===== config.mk =====
export PLATFORM = sky130hd
export DESIGN_NAME = uart_word_tx_flat
export DESIGN_NICKNAME = d
export VERILOG_FILES = /design/src/rtl/uart_pkg.sv /design/src/rtl/uart_word_tx_if.sv /design/src/rtl/uart_tx_byte.sv /design/src/rtl/uart_word_tx.sv /design/src/flat_wrapper.sv
export SDC_FILE = /design/constraint.sdc
export NUM_CORES = 1
export LEC_CHECK = 0
export BUFFER_PORTS_ARGS = -buffer_cell sky130_fd_sc_hd__buf_2
export CORE_MARGIN = 4
export CORE_UTILIZATION = 44
export DETAILED_ROUTE_END_ITERATION = 12
export HOLD_SLACK_MARGIN = 0.08
export PLACE_DENSITY = 0.7
export SYNTH_ARGS = -nofsm -noshare
export SYNTH_HDL_FRONTEND = slang
export SYNTH_SLANG_ARGS = --single-unit

===== constraint.sdc =====
create_clock -name clk_in -period 1.83 [get_ports clk_in]
set_input_delay 0 -clock clk_in [delete_from_list [all_inputs] [get_ports clk_in]]
set_output_delay 0 -clock clk_in [all_outputs]
set_load 0.01 [all_outputs]

===== src/rtl/uart_pkg.sv =====
// uart_pkg: shared FSM state type and line-level constants for the UART transmit path
package uart_pkg;
    typedef enum logic [2:0] {IDLE, ARM, START, DATA, STOP} uart_state_e;
    localparam int DATA_BITS = 8;
    localparam logic START_LEVEL = 1'b0;
    localparam logic IDLE_LEVEL = 1'b1;
endpackage


===== src/rtl/uart_word_tx_if.sv =====
// uart_word_tx_if: word valid/ready handshake between a word producer and uart_word_tx
//   word_valid  producer -> tx  word_in holds a word to send
//   word_in     producer -> tx  word to transmit (8*WORD_BYTES bits)
//   word_ready  tx -> producer  transmitter can accept a word this cycle
interface uart_word_tx_if #(parameter int WORD_BYTES = 2);
    logic word_valid;
    logic [8*WORD_BYTES-1:0] word_in;
    logic word_ready;
    modport master(output word_valid, word_in, input word_ready);
    modport slave(input word_valid, word_in, output word_ready);
endinterface


===== src/rtl/uart_tx_byte.sv =====
// uart_tx_byte: serialises one byte per handshake as an 8N1 frame (START/DATA/STOP)
//   clk_in, reset  system clock, synchronous active-high reset
//   clk_en         baud enable, one pulse per bit period
//   byte_valid     byte_in holds the next byte to frame
//   byte_in        byte to send, LSB first
//   byte_ready     idle, or in the final stop-bit period (lets the parent chain bytes gaplessly)
//   tx_data        registered serial line, idle high
module uart_tx_byte
    import uart_pkg::*;
#(
    parameter int STOP_BITS = 1
) (
    input  logic                 clk_in,
    input  logic                 reset,
    input  logic                 clk_en,
    input  logic                 byte_valid,
    input  logic [DATA_BITS-1:0] byte_in,
    output logic                 byte_ready,
    output logic                 tx_data
);
    uart_state_e state_q;
    logic [DATA_BITS-1:0] shift_q;
    logic [2:0] bit_cnt_q;
    logic [1:0] stop_cnt_q;
    logic tx_q;
    logic last_stop;

    assign last_stop = state_q == STOP && stop_cnt_q == 2'(STOP_BITS - 1);
    assign byte_ready = state_q == IDLE || last_stop;
    assign tx_data = tx_q;

    always_ff @(posedge clk_in) begin
        if (reset) begin
            state_q <= IDLE;
            shift_q <= '0;
            bit_cnt_q <= '0;
            stop_cnt_q <= '0;
            tx_q <= IDLE_LEVEL;
        end else if (clk_en) begin
            case (state_q)
                START: begin
                    state_q <= DATA;
                    tx_q <= shift_q[0];
                    shift_q <= shift_q >> 1;
                    bit_cnt_q <= '0;
                end
                DATA: begin
                    if (bit_cnt_q == 3'(DATA_BITS - 1)) begin
                        state_q <= STOP;
                        tx_q <= IDLE_LEVEL;
                        stop_cnt_q <= '0;
                    end else begin
                        tx_q <= shift_q[0];
                        shift_q <= shift_q >> 1;
                        bit_cnt_q <= bit_cnt_q + 3'd1;
                    end
                end
                default: begin
                    // IDLE or STOP: a waiting byte starts its frame on this very enable
                    if (byte_ready && byte_valid) begin
                        state_q <= START;
                        tx_q <= START_LEVEL;
                        shift_q <= byte_in;
                    end else if (last_stop || state_q != STOP) begin
                        state_q <= IDLE;
                    end else begin
                        stop_cnt_q <= stop_cnt_q + 2'd1;
                    end
                end
            endcase
        end
    end
endmodule


===== src/rtl/uart_word_tx.sv =====
// uart_word_tx: accepts words over valid/ready and sends their bytes as back-to-back 8N1 frames
//   clk_in, reset  system clock, synchronous active-high reset
//   clk_en         baud enable (serial_clk), one pulse per bit period
//   w              word handshake (word_valid, word_in, word_ready), slave side
//   tx_data        serial line, idle high
//   busy           a word is being transmitted
module uart_word_tx
    import uart_pkg::*;
#(
    parameter int WORD_BYTES = 2,
    parameter int MSB_FIRST = 1,
    parameter int STOP_BITS = 1
) (
    input  logic           clk_in,
    input  logic           reset,
    input  logic           clk_en,
    uart_word_tx_if.slave  w,
    output logic           tx_data,
    output logic           busy
);
    localparam int WW = DATA_BITS * WORD_BYTES;
    localparam int CW = $clog2(WORD_BYTES + 1);

    // Parent uses IDLE, ARM (waiting for the first enable) and DATA (word in flight)
    uart_state_e state_q;
    logic [WW-1:0] word_q;
    logic [CW-1:0] left_q;
    logic ready_q;
    logic busy_q;
    logic byte_valid;
    logic byte_ready;
    logic byte_fire;
    logic [DATA_BITS-1:0] cur_byte;

    // The word register shifts toward the sending end, so the current byte is always at one edge
    assign cur_byte = MSB_FIRST != 0 ? word_q[WW-1 -: DATA_BITS] : word_q[DATA_BITS-1:0];
    assign byte_valid = state_q == ARM || (state_q == DATA && left_q != '0);
    assign byte_fire = clk_en && byte_valid && byte_ready;
    assign w.word_ready = ready_q;
    assign busy = busy_q;

    always_ff @(posedge clk_in) begin
        if (reset) begin
            state_q <= IDLE;
            word_q <= '0;
            left_q <= '0;
            ready_q <= 1'b1;
            busy_q <= 1'b0;
        end else if (state_q == IDLE) begin
            if (w.word_valid && ready_q) begin
                state_q <= ARM;
                word_q <= w.word_in;
                left_q <= CW'(WORD_BYTES);
                ready_q <= 1'b0;
                busy_q <= 1'b1;
            end
        end else if (byte_fire) begin
            state_q <= DATA;
            word_q <= MSB_FIRST != 0 ? word_q << DATA_BITS : word_q >> DATA_BITS;
            left_q <= left_q - 1'b1;
        end else if (state_q == DATA && clk_en && byte_ready && left_q == '0) begin
            // Final stop period of the last byte ends here
            state_q <= IDLE;
            ready_q <= 1'b1;
            busy_q <= 1'b0;
        end
    end

    uart_tx_byte #(.STOP_BITS(STOP_BITS)) u_byte (
        .clk_in(clk_in),
        .reset(reset),
        .clk_en(clk_en),
        .byte_valid(byte_valid),
        .byte_in(cur_byte),
        .byte_ready(byte_ready),
        .tx_data(tx_data)
    );
endmodule

===== src/flat_wrapper.sv =====
// flat-port wrapper written by rule: the top's interface ports become plain ports
module uart_word_tx_flat import uart_pkg::*;
#(
    parameter int WORD_BYTES = 2,
    parameter int MSB_FIRST = 1,
    parameter int STOP_BITS = 1
)
  (clk_in, reset, clk_en, tx_data, busy, w_word_valid, w_word_in, w_word_ready);
  uart_word_tx_if #(.WORD_BYTES(WORD_BYTES)) w_i ();
  input  logic clk_in;
  input  logic reset;
  input  logic clk_en;
  output logic tx_data;
  output logic busy;
  input wire logic [$bits(w_i.word_valid)-1:0] w_word_valid;
  input wire logic [$bits(w_i.word_in)-1:0] w_word_in;
  output wire logic [$bits(w_i.word_ready)-1:0] w_word_ready;
  assign w_i.word_valid = w_word_valid;
  assign w_i.word_in = w_word_in;
  assign w_word_ready = w_i.word_ready;
  uart_word_tx #(.WORD_BYTES(WORD_BYTES), .MSB_FIRST(MSB_FIRST), .STOP_BITS(STOP_BITS)) u_core (.clk_in(clk_in), .reset(reset), .clk_en(clk_en), .w(w_i), .tx_data(tx_data), .busy(busy));
endmodule

* Word level (Yosys, flattened, before mapping)
Cells that the tools add are included.
W data, S select, Z words.
** Storage, ports and cells
- Register bits after elaboration :: 40
- Bits in latches :: 0
- RAM bits :: 0
- Bits in read-only memories :: 0
- Bits of input ports :: 20
- Output and inout bits :: 3
- Logic and storage cells :: 92
- Memories :: 0
** Operators by class
- Add/sub/neg operators :: 3
- $mul :: 0
- Divide/modulo/power cells :: 0
- $lt $le $gt $ge :: 0
- Equality and inequality tests :: 13
- Shift operators :: 0
- Multiplexer cells :: 34
- Bitwise logic cells :: 1
- Reductions and logical operators :: 31
** Operators with widths (count)
- $mux W16 :: 3
- $mux W3 :: 8
- $mux W8 :: 2
- $pmux W8 S2 :: 1
- $mux W2 :: 6
- $pmux W3 S2 :: 2
- $reduce_and A3 Y1 :: 4
- $mux W1 :: 10
- $eq A3 B2 Y1 const B :: 3
- $logic_and A1 B1 Y1 :: 9
- $ne A2 B2 Y1 const B :: 4
- $reduce_bool A2 Y1 :: 4
- $eq A3 B3 Y1 const B :: 2
- $logic_not A3 Y1 :: 2
- $reduce_and A2 Y1 :: 3
- $reduce_bool A3 Y1 :: 2
- $reduce_and A5 Y1 :: 1
- $logic_not A2 Y1 :: 2
- $ne A2 B1 Y1 const B :: 2
- $pmux W2 S2 :: 1
- $reduce_bool A4 Y1 :: 1
- $add A3 B1 Y3 const B :: 1
- $eq A3 B1 Y1 const B :: 1
- $logic_or A1 B1 Y1 :: 3
- 5 further kinds :: 5

* Longest topological paths before layout
- Depth after elaboration :: 8
- Gate-level depth with buffers :: 8
- Mapped depth without buffers :: 6

* Hierarchy
Synthesis repeated with hierarchy kept, for this count alone.
** Unflattened totals
- Cells, all modules :: 217
- Area, all modules :: 2010.7 µm²
** By module, submodules not included
- uart_word_tx :: times used 1, cells each 106, area an instance 1031.0 µm², sequential area each 440.4 µm²
- uart_tx_byte :: times used 1, cells each 111, area an instance 979.7 µm², sequential area each 340.3 µm²

* Worst setup path before layout
No wires, ideal clock.
- Path type :: reg2reg
- Start :: register u_core.left_q[0]
- End :: register u_core.word_q[8]
- Library setup time :: 0.088 ns
- Arrival time :: 1.605 ns
- Data required time :: 1.742 ns
- Path slack :: 0.137 ns
- Stages on the path, launching flop included :: 9
- Path buffers :: 2
- Period minus slack after synthesis :: 1.693 ns
- Cell sequence :: dfxtp_1 > inv_1 > ha_1 > and2_1 > buf_2 > o31ai_4 > buf_6 > nor2_1 > a311oi_2
** Between the ends
- Cells in the longest elaborated chain, start to end :: 7
** Ends and longest elaborated chain
- start, declared :: line uart_word_tx.sv:27 : logic [CW-1:0] left_q;
- start signal, assigned :: line uart_word_tx.sv:53 : left_q <= CW'(WORD_BYTES);
- start signal, assigned :: line uart_word_tx.sv:60 : left_q <= left_q - 1'b1;
- $reduce_bool A2 Y1 :: line uart_word_tx.sv:37 : assign byte_valid = state_q == ARM || (state_q == DATA && left_q != '0);
- $logic_and A1 B1 Y1 :: line uart_word_tx.sv:37
- $logic_or A1 B1 Y1 :: line uart_word_tx.sv:37
- $logic_and A1 B1 Y1 (2 in series) :: line uart_word_tx.sv:38 : assign byte_fire = clk_en && byte_valid && byte_ready;
- $reduce_bool A2 Y1 (no line)
- $reduce_and A2 Y1 (no line)
- end signal, assigned :: line uart_word_tx.sv:52 : word_q <= w.word_in;
- end signal, assigned :: line uart_word_tx.sv:59 : word_q <= MSB_FIRST != 0 ? word_q << DATA_BITS : word_q >> DATA_BITS;
- end, declared :: line uart_word_tx.sv:26 : logic [WW-1:0] word_q;
No other way between the ends.
A chain may end at the register's enable or synchronous reset.

* Final worst setup path
- Start :: register u_core.left_q[0]
- End :: register u_core.word_q[6]
The elaborated chain is that of the path after synthesis.

==> run summary <==
Status - finished clean
Via count - 1594
Synth async-reset ratio - 0
Clock buffer depth - 2
CP Launch Type - flip-flop
Final Wtd Congestion - 0.787
Crit path DAT - 1.90 ns
Mapped Nets - 222
DR WL/cell - 13.5 um
GRT Residual Overflow - 0
DRC - 0
Nets - 267
H-tree depth - 2
Clock sink count - 39
Cells after synthesis - 198
Total Wirelength - 3.97 mm
Placed Cells incl. Taps - 269
Ant. Diodes - 0
Initial antenna violation count - 0
Peak VDD IR - 0.568 mV
Setup bufs post-CTS - 0
EDFF count, synth - 0
Synthesized area - 1810 sq um
Clock Skew - 0.00833 ns
Final hold vios - 0
Sequential area share after synthesis - 0.432
Die area - 5200 sq um
Adder-Cell Fraction of Synth Area - 0.0277
Top_reg_cell synth - dfxtp_1
Number of global-route vias before repair - 1514
Ports - 23
Core area - 4000 sq um
First-pass GRT wire length - 6.87 mm
CP top delay family - simple AND/OR/NAND/NOR gates
Final setup violating endpoints - 0
Root Driver - clkbuf_8
Setup tns final - 0 ns
Reg clk slew, reported paths - 0.08 ns
Compound-cell area share of the yosys netlist - 0.277
Crit share post-route - 0.938
Clk_lat worst skew - 0.29 ns
Gate power share - 0.237
Share of layout cells above drive strength 1 - 0.201
Yosys cell types - 44
PD cells - 906 nW/um^2
Non-Filler Instances - 294
Worst slew pin tran - 0.644 ns
Number of buffer and inverter stages on the critical path - 1
Vert. Die Dim - 72.1 um
Starting Density - 0.452
FF+latch count, synth - 39
CTS tree - yes
HP Class - primary input to flip-flop
GRT Resource Usage Total - 0.165
Mapped Avg Cell Area - 9.14 sq um
Layout area overhead - 25.5%
Tmin final - 1.72 ns
CP Capture Type - flip-flop
Hpwl dp - 2.67 mm
Leak pwr - 0.886 nW
Sw power - 0.613 mW
Number of max-cap violations - 0
Slowest cell on crit path - nor3_2
Critical Path RT - 2.02 ns
WS Path Type - flip-flop to flip-flop
Maximum fanout along the worst path - 8
Critical path cell sequence - inv_1 -> ha_1 -> and2_1 -> nor3_2 -> nor3_2 -> a22o_1
I/O Buffers - 22
Simple-Gate Fraction of Synth Area - 0.207
Die Wd - 72.1 um
XOR/XNOR share of the synthesized area - 0
Relative slew slack - 0.569
Most frequent CP cell - nor3_2
Sw Ratio - 0.298
Starting DRC count in detailed routing - 122
Combinational family with the most area after synthesis - compound AO/OA/AOI/OAI gates
Num rows - 23
Clock power frac - 0.276
Ys Warns - 0
Flop pwr share - 0.487
Count of pins over their slew limit - 0
Mux contribution to synthesized area - 0.0111
CP max stage delay - 0.38 ns
Largest net degree at the start of global routing - 23
Routed Antenna Nets - 0
Unrepaired setup endpoints after global routing - false
Max Clock Freq - 583 MHz
TritonRoute pass-1 iters - 4
Pint - 1.45 mW
Vias per cell - 5.42
TritonCTS Buffers - 5
==> final timing paths <==
| check | from | endpoint | slack [ns] | depth (start not counted) |
|---|---|---|---|---|
| worst max-delay path | u_core.left_q[0] | u_core.word_q[6] | 0.11 | 6 |
| worst min-delay path | reset | u_core.word_q[8] | 0.15 | 3 |
| worst max register to register | u_core.left_q[0] | u_core.word_q[6] | 0.11 | 6 |
| worst min register to register | u_core.u_byte.stop_cnt_q[1] | u_core.u_byte.stop_cnt_q[1] | 0.46 | 2 |
==> power groups by stage <==
stage               combinational, mW  sequential, mW  clock [mW]
floorplan                       0.323            1.01           0
finish                          0.487            1.00       0.568
global placement                0.448            1.02           0
global route                    0.541            1.02       0.616
detailed placement              0.454            1.02           0
CTS                             0.483            1.00       0.582
==> worst min-delay path: cells and delay by family <==
family | cells | cell delay, ns
buf+inv | 2 | 0.34
compound gates | 1 | 0.05
==> synth_stat cells (5+ instances only) <==
| library cell | instances | share of area |
|---|---|---|
| a21oi_1 | 15 | 0.041 |
| a22o_1 | 8 | 0.039 |
| a311oi_1 | 7 | 0.034 |
| a41oi_1 | 7 | 0.034 |
| buf_2 | 5 | 0.014 |
| dfxtp_1 | 39 | 0.43 |
| inv_1 | 7 | 0.015 |
| nand2_1 | 21 | 0.044 |
| nor2_1 | 16 | 0.033 |
| o21a_1 | 9 | 0.037 |
| o21ai_0 | 10 | 0.028 |
| or3_1 | 6 | 0.021 |
==> routing by layer <==
layer,up-vias,routed length [um],global-route usage,share of wire
li1,824,-,-,-
met1,737,1950,0.219,0.49
met2,27,1800,0.262,0.45
met3,6,161,0.0416,0.041
met4,0,57,0.0564,0.014
met5,-,0,0,0
==> timing repair <==
item,CTS,global route
hold endpoints to repair,17,0
setup endpoints to repair,0,9
resized for setup,0,3
hold buffers,17,0
==> per-stage QoR <==
step	setup slack, ns	hold WS [ns]	power (mW)	utilization	instance area, sq um
global route	0.00643	0.175	2.17	0.568	2270
detailed placement	0.0824	0.213	1.48	0.503	2010
finish	0.114	0.151	2.06	0.568	2270
global placement	0.0935	0.209	1.47	0.503	2010
floorplan	0.137	0.126	1.33	-	1810
CTS	0.0542	0.144	2.07	0.566	2270
==> registers in the layout, indices dropped and copies added, names as in the netlist <==
name	cells
u_core.word_q	16
u_core.u_byte.shift_q	8
u_core.u_byte.bit_cnt_q	3
u_core.u_byte.state_q	3
u_core.left_q	2
u_core.state_q	2
u_core.u_byte.stop_cnt_q	2
u_core.busy	1
u_core.u_byte.tx_data	1
u_core.w.word_ready	1
==> cell usage in the layout (no fill, tap or decap), types with 4 or more instances in the layout <==
cell type	netlist	routed
a21oi_1	15	15
a22o_1	8	8
a311oi_1	7	7
a41oi_1	7	7
buf_2	5	22
buf_4	0	8
clkbuf_8	0	5
dfxtp_1	39	39
dlygate4sd3_1	0	17
ha_1	4	4
inv_1	7	7
nand2_1	21	21
nand3b_1	4	4
nor2_1	16	16
o21a_1	9	9
o21ai_0	10	10
or3_1	6	6
==> cell type report <==
type                       count  area [sq um]
clock buffer                   6          72.6
clock inverter                 2          12.5
fill                         353          1730
inverter                       8          30.0
multi-input combinational    141           952
sequential                    39           781
tap                           50          62.6
timing repair buffer          48           360
==> cells by family (layout without fill, tap and decap cells) <==
kind of cell	Yosys count	in the layout
AOI/OAI and AO/OA	68	68
and+or+nand+nor	67	67
DFF	39	39
buffers and inverters	18	64
adders and majority gates	4	4
muxes	2	2
(Power assumes the default switching activity.)
